[src/rtl/pfb_pkg.sv]
// Shared defaults and types for the oversampled-PFB phase compensator.
// Pure declarations: no latency, no flow control.
package pfb_pkg;

  localparam int WIDTH_DEF   = 16;
  localparam int FFT_LEN_DEF = 64;
  localparam int DEC_FAC_DEF = 48;

  typedef logic [WIDTH_DEF-1:0] sample_t;

  typedef enum logic [1:0] {
    EMPTY,
    FILLING,
    FULL,
    DRAINING
  } bank_state_t;

  typedef enum logic {
    RD_IDLE,
    RD_DRAIN
  } rd_state_t;

endpackage

[src/rtl/pfb_sdp_ram.sv]
// Simple dual-port RAM, one write and one read port, 1-cycle registered read.
// Read data holds while i_re is low; no flow control of its own.
module pfb_sdp_ram #(
  parameter int WIDTH = 16,
  parameter int DEPTH = 128,
  parameter int AW    = $clog2(DEPTH)
) (
  input  logic             clk,
  input  logic             i_we,
  input  logic [AW-1:0]    i_waddr,
  input  logic [WIDTH-1:0] i_wdat,
  input  logic             i_re,
  input  logic [AW-1:0]    i_raddr,
  output logic [WIDTH-1:0] o_rdat
);

  logic [WIDTH-1:0] r_mem [DEPTH];
  logic [WIDTH-1:0] r_rdat;

  always_ff @(posedge clk) begin
    if (i_we) r_mem[i_waddr] <= i_wdat;
    if (i_re) r_rdat <= r_mem[i_raddr];
  end

  assign o_rdat = r_rdat;

endmodule

[src/rtl/pfb_phasecomp.sv]
// Ping-pong frame buffer applying the PFB circular-shift rotation; tvalid 2 cycles after a bank fills.
// Backpressure: a 2-entry skid absorbs RAM latency; s_axis_tready drops while both banks are occupied.
module pfb_phasecomp
  import pfb_pkg::*;
#(
  parameter int WIDTH   = WIDTH_DEF,
  parameter int FFT_LEN = FFT_LEN_DEF,
  parameter int DEC_FAC = DEC_FAC_DEF
) (
  input  logic                       clk,
  input  logic                       rst,
  input  logic [WIDTH-1:0]           s_axis_tdata,
  input  logic                       s_axis_tvalid,
  output logic                       s_axis_tready,
  output logic [WIDTH-1:0]           m_axis_tdata,
  output logic                       m_axis_tvalid,
  input  logic                       m_axis_tready,
  output logic                       m_axis_tlast,
  output logic [$clog2(FFT_LEN)-1:0] frame_shift
);

  localparam int            AW         = $clog2(FFT_LEN);
  localparam logic [AW-1:0] SHIFT_STEP = AW'(DEC_FAC % FFT_LEN);
  localparam logic [AW-1:0] LAST_IDX   = AW'(FFT_LEN - 1);

  bank_state_t      r_bank_st [2];
  rd_state_t        r_rd_st, w_rd_st_nxt;
  logic             r_live, r_wr_bank, r_rd_bank;
  logic [AW-1:0]    r_wr_cnt, r_rd_idx, r_shift, r_frame_shift;
  logic             r_p1_vld, r_p1_last;
  logic [1:0]       r_sk_cnt;
  logic [WIDTH-1:0] r_sk0_dat, r_sk1_dat;
  logic             r_sk0_last, r_sk1_last;

  logic             w_wr_fire, w_pop, w_credit, w_issue, w_start, w_frame_end, w_chain;
  logic [2:0]       w_occ;
  logic [AW-1:0]    w_rd_ofs;
  logic [WIDTH-1:0] w_ram_rdat;

  assign s_axis_tready = r_live &&
                         (r_bank_st[r_wr_bank] == EMPTY || r_bank_st[r_wr_bank] == FILLING);
  assign w_wr_fire     = s_axis_tvalid && s_axis_tready;
  assign w_pop         = m_axis_tvalid && m_axis_tready;
  // Entries in flight (RAM stage + skid) after this cycle's pop must leave room for one more.
  assign w_occ         = {1'b0, r_sk_cnt} + {2'b0, r_p1_vld} - {2'b0, w_pop};
  assign w_credit      = (w_occ < 3'd2);
  assign w_rd_ofs      = r_rd_idx + r_shift;

  always_comb begin
    w_rd_st_nxt = r_rd_st;
    w_issue     = 1'b0;
    w_start     = 1'b0;
    w_frame_end = 1'b0;
    w_chain     = 1'b0;
    case (r_rd_st)
      RD_IDLE: begin
        if (r_bank_st[r_rd_bank] == FULL) begin
          w_rd_st_nxt = RD_DRAIN;
          w_start     = 1'b1;
          w_issue     = w_credit;
        end
      end
      RD_DRAIN: begin
        w_issue = w_credit;
        if (w_credit && r_rd_idx == LAST_IDX) begin
          w_frame_end = 1'b1;
          w_chain     = (r_bank_st[~r_rd_bank] == FULL);
          if (!w_chain) w_rd_st_nxt = RD_IDLE;
        end
      end
      default: w_rd_st_nxt = RD_IDLE;
    endcase
  end

  // Write and read sides never touch the same bank on one edge: their bank states are disjoint.
  always_ff @(posedge clk or negedge rst) begin
    if (!rst) begin
      r_live        <= 1'b0;
      r_rd_st       <= RD_IDLE;
      r_bank_st[0]  <= EMPTY;
      r_bank_st[1]  <= EMPTY;
      r_wr_bank     <= 1'b0;
      r_rd_bank     <= 1'b0;
      r_wr_cnt      <= '0;
      r_rd_idx      <= '0;
      r_shift       <= '0;
      r_frame_shift <= '0;
    end else begin
      r_live  <= 1'b1;
      r_rd_st <= w_rd_st_nxt;
      if (w_wr_fire) begin
        if (r_wr_cnt == LAST_IDX) begin
          r_bank_st[r_wr_bank] <= FULL;
          r_wr_bank            <= ~r_wr_bank;
          r_wr_cnt             <= '0;
        end else begin
          r_bank_st[r_wr_bank] <= FILLING;
          r_wr_cnt             <= r_wr_cnt + 1'b1;
        end
      end
      if (w_start) begin
        r_bank_st[r_rd_bank] <= DRAINING;
        r_frame_shift        <= r_shift;
      end
      if (w_issue) r_rd_idx <= r_rd_idx + 1'b1;
      if (w_frame_end) begin
        r_bank_st[r_rd_bank] <= EMPTY;
        r_rd_bank            <= ~r_rd_bank;
        r_shift              <= r_shift + SHIFT_STEP;
        if (w_chain) begin
          r_bank_st[~r_rd_bank] <= DRAINING;
          r_frame_shift         <= r_shift + SHIFT_STEP;
        end
      end
    end
  end

  pfb_sdp_ram #(
    .WIDTH (WIDTH),
    .DEPTH (2 * FFT_LEN),
    .AW    (AW + 1)
  ) u_ram (
    .clk     (clk),
    .i_we    (w_wr_fire),
    .i_waddr ({r_wr_bank, r_wr_cnt}),
    .i_wdat  (s_axis_tdata),
    .i_re    (w_issue),
    .i_raddr ({r_rd_bank, w_rd_ofs}),
    .o_rdat  (w_ram_rdat)
  );

  always_ff @(posedge clk or negedge rst) begin
    if (!rst) begin
      r_p1_vld   <= 1'b0;
      r_p1_last  <= 1'b0;
      r_sk_cnt   <= 2'd0;
      r_sk0_dat  <= '0;
      r_sk1_dat  <= '0;
      r_sk0_last <= 1'b0;
      r_sk1_last <= 1'b0;
    end else begin
      r_p1_vld  <= w_issue;
      r_p1_last <= w_issue && (r_rd_idx == LAST_IDX);
      case (r_sk_cnt)
        2'd0: begin
          if (r_p1_vld) begin
            r_sk0_dat  <= w_ram_rdat;
            r_sk0_last <= r_p1_last;
            r_sk_cnt   <= 2'd1;
          end
        end
        2'd1: begin
          if (r_p1_vld && w_pop) begin
            r_sk0_dat  <= w_ram_rdat;
            r_sk0_last <= r_p1_last;
          end else if (r_p1_vld) begin
            r_sk1_dat  <= w_ram_rdat;
            r_sk1_last <= r_p1_last;
            r_sk_cnt   <= 2'd2;
          end else if (w_pop) begin
            r_sk_cnt <= 2'd0;
          end
        end
        default: begin
          if (w_pop) begin
            r_sk0_dat  <= r_sk1_dat;
            r_sk0_last <= r_sk1_last;
            if (r_p1_vld) begin
              r_sk1_dat  <= w_ram_rdat;
              r_sk1_last <= r_p1_last;
            end else begin
              r_sk_cnt <= 2'd1;
            end
          end
        end
      endcase
    end
  end

  assign m_axis_tvalid = (r_sk_cnt != 2'd0);
  assign m_axis_tdata  = r_sk0_dat;
  assign m_axis_tlast  = r_sk0_last && m_axis_tvalid;
  assign frame_shift   = r_frame_shift;

endmodule

[config.mk]
export PLATFORM = sky130hd
export DESIGN_NAME = pfb_phasecomp
export DESIGN_NICKNAME = d
export VERILOG_FILES = /design/src/rtl/pfb_pkg.sv /design/src/rtl/pfb_sdp_ram.sv /design/src/rtl/pfb_phasecomp.sv
export SDC_FILE = /design/constraint.sdc
export NUM_CORES = 2
export LEC_CHECK = 0
export CAP_MARGIN = 20
export CORE_AREA = 2 2 361 363
export CTS_BUF_LIST = sky130_fd_sc_hd__clkbuf_8
export DETAILED_ROUTE_END_ITERATION = 7
export DIE_AREA = 0 0 363 365
export PLACE_DENSITY = 0.81
export SLEW_MARGIN = 30
export SYNTH_ARGS = -nofsm -noshare
export SYNTH_HDL_FRONTEND = slang
export SYNTH_SLANG_ARGS = --single-unit
[constraint.sdc]
create_clock -name clk -period 3.2 [get_ports clk]
set_input_delay 0.64 -clock clk [delete_from_list [all_inputs] [get_ports clk]]
set_output_delay 0.64 -clock clk [all_outputs]
set_load 0.005 [all_outputs]
# After elaboration in Yosys (flattened, before gate mapping)
# Memory sizes are Yosys's and may differ from the RTL's. A register that Yosys moved wholly into a read port is not among the register bits.
# Cells that the tools add are included.
# classes
n_addsub	6
n_bitwise	17
n_eq_ne	11
magnitude_cmp	7
muxes	60
n_reduce_logical	20
# ops
operator	n
$mux W16	6
$pmux W16 S2	2
$mux W2	18
$mux W6	4
$mux W4	5
$mux W1	17
$add A6 B1 Y6 const B	2
$eq A6 B6 Y1 const B	2
$logic_and A1 B1 Y1	10
$or A4 B4 Y4	2
$pmux W1 S2	4
$add A6 B6 Y6	1
$add A6 B6 Y6 const B	1
$demux W2 S1	3
$ge A2 B2 Y1 const B	3
$lt A2 B1 Y1 const B	3
$ne A2 B2 Y1 const B	3
$not A1 Y2	3
$reduce_and A3 Y1	2
$reduce_and A5 Y1	1
$and A2 B2 Y2	2
$and A4 B4 Y4	1
$eq A2 B1 Y1 const B	2
$eq A2 B2 Y1 const B	2
15 further kinds	22
# word_totals
inputBits	20
elab_cells	139
ramBits	2048
memories	1
out_inout_bits	25
reg_bits	70
# mem_list
name	depth	word_bits	rd	rd_ports_with_merged_regs	write_ports	line_no	text
u_ram.r_mem	128	16	1	1	1	pfb_sdp_ram.sv:17	logic [WIDTH-1:0] r_mem [DEPTH];

# Logic depth before layout (Yosys ltp)
# logic_depth
word_depth	15
mapped_depth	12
mapped_depth_nobuf	10

# Hierarchy
# Synthesis repeated with hierarchy kept, for this count alone.
# hier_totals
hier_cells	3359
hier_area_um2	81723.4
# modules_own_cells
module	cells_each	seq_area_each_um2	area_each_um2	n_inst
pfb_sdp_ram	3086	61979.4	78683.0	1
pfb_phasecomp	273	1651.6	3040.4	1

# Least setup slack after synthesis
# OpenSTA, ideal clock, no wires.
# synth_timing
path_kind	in2reg
startpoint	input m_axis_tready
endpoint	register r_rd_idx[5]
arrival_ns	2.952
required_time_ns	3.121
path_buffers	1
path_slack_ns	0.169
stages	11
setup_ns	0.079
cell_sequence	nand2_1 > nor2_1 > o21ai_0 > fa_1 > xnor2_1 > and2_1 > o21a_1 > clkbuf_1 > and3_1 > and3_1 > xor2_1
# synth_between
elab_chain_cells	5
# synth_rtl
element	line_no	text
start, declared	pfb_phasecomp.sv:17	input logic m_axis_tready,
$logic_and A1 B1 Y1 (*)	pfb_phasecomp.sv:43	assign w_pop = m_axis_tvalid && m_axis_tready;
$sub A3 B1 Y3 (*)	pfb_phasecomp.sv:45	assign w_occ = {1'b0, r_sk_cnt} + {2'b0, r_p1_vld} - {2'b0, w_pop};
$lt A3 B2 Y1 (*)	pfb_phasecomp.sv:46	assign w_credit = (w_occ < 3'd2);
$mux W1	pfb_phasecomp.sv:57	if (r_bank_st[r_rd_bank] == FULL) begin
$pmux W1 S2 (*)	pfb_phasecomp.sv:55	case (r_rd_st)
net u_ram.i_re	pfb_sdp_ram.sv:12	input logic i_re,
end signal, assigned	pfb_phasecomp.sv:105	if (w_issue) r_rd_idx <= r_rd_idx + 1'b1;
end, declared	pfb_phasecomp.sv:29	logic [AW-1:0] r_wr_cnt, r_rd_idx, r_shift, r_frame_shift;
# Mark *: on every way through the listed nets, which the timed path passes. The rest lies on a longest branch.
# A chain may end at the register's enable or synchronous reset.

# Worst setup path after layout
# layout_timing
startpoint	register r_rd_idx[1]
endpoint	register u_ram.r_rdat[11], in the netlist u_ram.o_rdat[11], read port of u_ram.r_mem (data pin)
# layout_between
elab_chain_cells	1
# layout_rtl
element	line_no	text
$add A6 B6 Y6	pfb_phasecomp.sv:47	assign w_rd_ofs = r_rd_idx + r_shift;
end, declared	pfb_sdp_ram.sv:18	logic [WIDTH-1:0] r_rdat;
# Every way passes these cells.

==> impl_metrics.tcl <==
set metrics [dict create \
    outcome "complete, but fails checks" \
    violations "DRC" \
    postSynthAreaPerCell_um2 21.0 \
    cts_sinks 2130 \
    startpoint_type "flip-flop" \
    synth_edf_count 2064 \
    ys_warn_count 0 \
    grt_pass1_vias 45100 \
    cts_tree "yes" \
    power_density_nw_per_um2 558 \
    cts_max_level 5 \
    synth_seq_area_share 0.765 \
    slew_headroom 0.379 \
    coreArea_um2 129000 \
    start_util 0.646 \
    worst-setup-path-type "flip-flop to flip-flop" \
    cp_max_fo 35 \
    area_growth_syn_to_layout_pct 13.5 \
    postSynthCellCount 3961 \
    synth_top_area_cell "edfxtp_1" \
    synth_nets 3985 \
    min_period_ns 3.19 \
    dp_hpwl_um 139000 \
    cts_root_buffer "clkbuf_8" \
    yosys_register_bits 2130 \
    viasPerCell 7.01 \
    port-buffer-count 44 \
    grt.overflow.total 0 \
    clk_pin_slew_ns 0.07 \
    drt_wl_total_um 225000 \
    hold_path_class "primary input to flip-flop" \
    worst_skew_pair.late_latency_ns 1.05 \
    worstMarginPinSlew_ns 0.932 \
    total_power_mw 52.6 \
    nFillCells 6750 \
    drive_gt1_frac 0.272 \
    synth_ff_type "edfxtp_1" \
    cp.required_ns 3.97 \
    drt_iter0_markers 7373 \
    antenna_found_initial 9 \
    num_rows 132 \
    final_nets 4585 \
    clock-skew-final_ns 0.0792 \
    chipHeight_um 365 \
    p_leak_nw 30.2 \
    crit_path_end_kind "flip-flop" \
    drc 3 \
    cts_buffers 337 \
    drv_cap 0 \
    die_area_um2 132000 \
    post-route-period-util 0.998 \
    grt_max_degree 129 \
    grt_pass1_wl_um 317000 \
    ir_drop_mv 0.541 \
    die_x_um 363 \
    route.antenna.remaining_nets 0 \
    slew_viol_final 0 \
    wl_per_cell_um 34.6 \
    synth.cell_area_um2 83200 \
    grt_usage 0.343 \
    finalSetupViolations 0 \
    clockBufferDepth 4 \
    cp.arrival_ns 3.97 \
    num_vias 45500 \
    synth_cell_type_count 75 \
    gp_congestion 0.947 \
    synthTopCellsByArea "edfxtp_1 (75%), mux4_2 (10%), mux2i_1 (3.2%)" \
    whs_ns 0.0762 \
    firstDrtPassIters 8 \
    io_pins 45 \
    synth.top_cell.area_share 0.745 \
    async_flop_share 0.0310 \
    finalHoldViolCount 0 \
    fmax_ghz 0.313 \
]
-- path summary, 6_finish.rpt --
kind | slack (ns) | to | cells after the start | start
max | 0.005 | u_ram.o_rdat[11] | 8 | r_rd_idx[1]
min | 0.08 | u_ram.r_mem[6][11] | 1 | s_axis_tdata[11]
max reg2reg | 0.005 | u_ram.o_rdat[11] | 8 | r_rd_idx[1]
min reg2reg | 0.48 | frame_shift[3] | 1 | frame_shift[3]
max in group asynchronous | 2.28 | r_sk0_last | 3 | rst
min in group asynchronous | 0.25 | r_wr_cnt[5] | 2 | rst
-- sequential cells by signal (all words and copies together), names as in the netlist --
name and cells:
r_sk0_last 1, m_axis_tdata 16, r_p1_last 1, r_shift 2
r_rd_st 1, r_live 1, u_ram.o_rdat 16, r_rd_bank 1
r_p1_vld 1, r_sk1_last 1, frame_shift 6, r_sk_cnt 2
r_rd_idx 6, r_wr_cnt 6, u_ram.r_mem 2048, r_bank_st 4
r_sk1_dat 16, r_wr_bank 1
-- layout by cell type (no fill, tap or decap), types with 24 or more instances in the layout --
cell type / instances
a211oi_1: 24
a21oi_1: 87
a221oi_1: 29
a22oi_1: 60
buf_12: 81
buf_4: 373
clkbuf_8: 348
clkdlybuf4s50_1: 27
clkinv_1: 103
clkinv_2: 29
dfrtp_1: 60
edfxtp_1: 2064
inv_1: 105
mux2_2: 43
mux2i_1: 265
mux4_1: 43
mux4_2: 369
nand2_1: 132
nand3_1: 25
nor2_1: 180
o21ai_0: 36
o221ai_1: 34
o22ai_1: 41
-- cells by family after synthesis --
group / after synthesis / synth area share
other: 1 / 0.0000451
multiplexers: 721 / 0.151
AND/OR/NAND/NOR: 420 / 0.0220
XOR/XNOR: 17 / 0.00179
AO/OA/AOI/OAI: 425 / 0.0364
flip-flops: 2130 / 0.765
adder cells (fa/ha/maj): 4 / 0.000692
buffers and inverters: 243 / 0.0226
-- stage by stage --
step                      area, µm²  instances  worst slack [ns]   util  setup TNS, ns
after detailed placement      88300       5892            -0.277  0.686          -1.98
after global routing          94300       6488          -0.00634  0.733        -0.0111
after CTS                     94200       6481         -0.000439  0.732      -0.000439
final                         94400       6494           0.00547  0.733              0
after floorplan               83200       3961             0.169      -              0
after global placement        88300       5892            -0.260  0.686          -1.28
-- layout make-up --
| cell class | instances | area (µm²) | area share |
|---|---|---|---|
| diodes | 11 | 27.5 | 0.000292 |
| clock buffers | 348 | 4790 | 0.0508 |
| clock inverters | 238 | 1030 | 0.0110 |
| inverters | 9 | 36.3 | 0.000385 |
| multi-input cells | 1588 | 17800 | 0.189 |
| flip-flops and latches | 2130 | 63600 | 0.674 |
| well taps | 1675 | 2100 | 0.0222 |
| repair buffers | 495 | 4890 | 0.0518 |
-- synthesized netlist by cell type, types with 34 or more instances --
cell type	number
nor2_1	182
mux4_2	369
o22ai_1	41
buf_2	53
mux4_1	43
clkbuf_1	78
a21oi_1	89
a22oi_1	61
nand2_1	132
o221ai_1	34
mux2_2	43
edfxtp_1	2064
dfrtp_1	66
o21ai_0	36
mux2i_1	266
-- routing by layer --
layer / global-route usage / vias to the layer above / part of all wire
met5: 0 / - / 0.00021
met3: 0.112 / 676 / 0.15
met4: 0.169 / 8 / 0.052
met1: 0.461 / 23100 / 0.34
li1: - / 17800 / -
met2: 0.514 / 4020 / 0.46
-- where the power goes --
part | switching (mW) | internal, mW | total [mW]
Combinational | 0.945 | 0.277 | 1.22
Sequential | 0.111 | 30.8 | 30.9
Clock | 10.2 | 10.3 | 20.5
Total | 11.3 | 41.3 | 52.6
-- critical path, cell delays in order (launching register included) --
cell	delay, ns
dfrtp_4	0.62
buf_4	0.29
buf_12	0.28
mux4_2	0.34
mux2_2	0.30
o22ai_1	0.37
a211o_1	0.20
o311ai_0	0.24
a21boi_1	0.23
-- repair_timing --
item                                    4_1_cts  5_1_grt
endpoints found under the setup margin        8       15
hold buffers                                  2        0
setup buffers                                 1        1
gates resized for setup                      13       28
endpoints found under the hold margin        50        0
gates cloned                                  0        1
(Power assumes the default switching activity.)
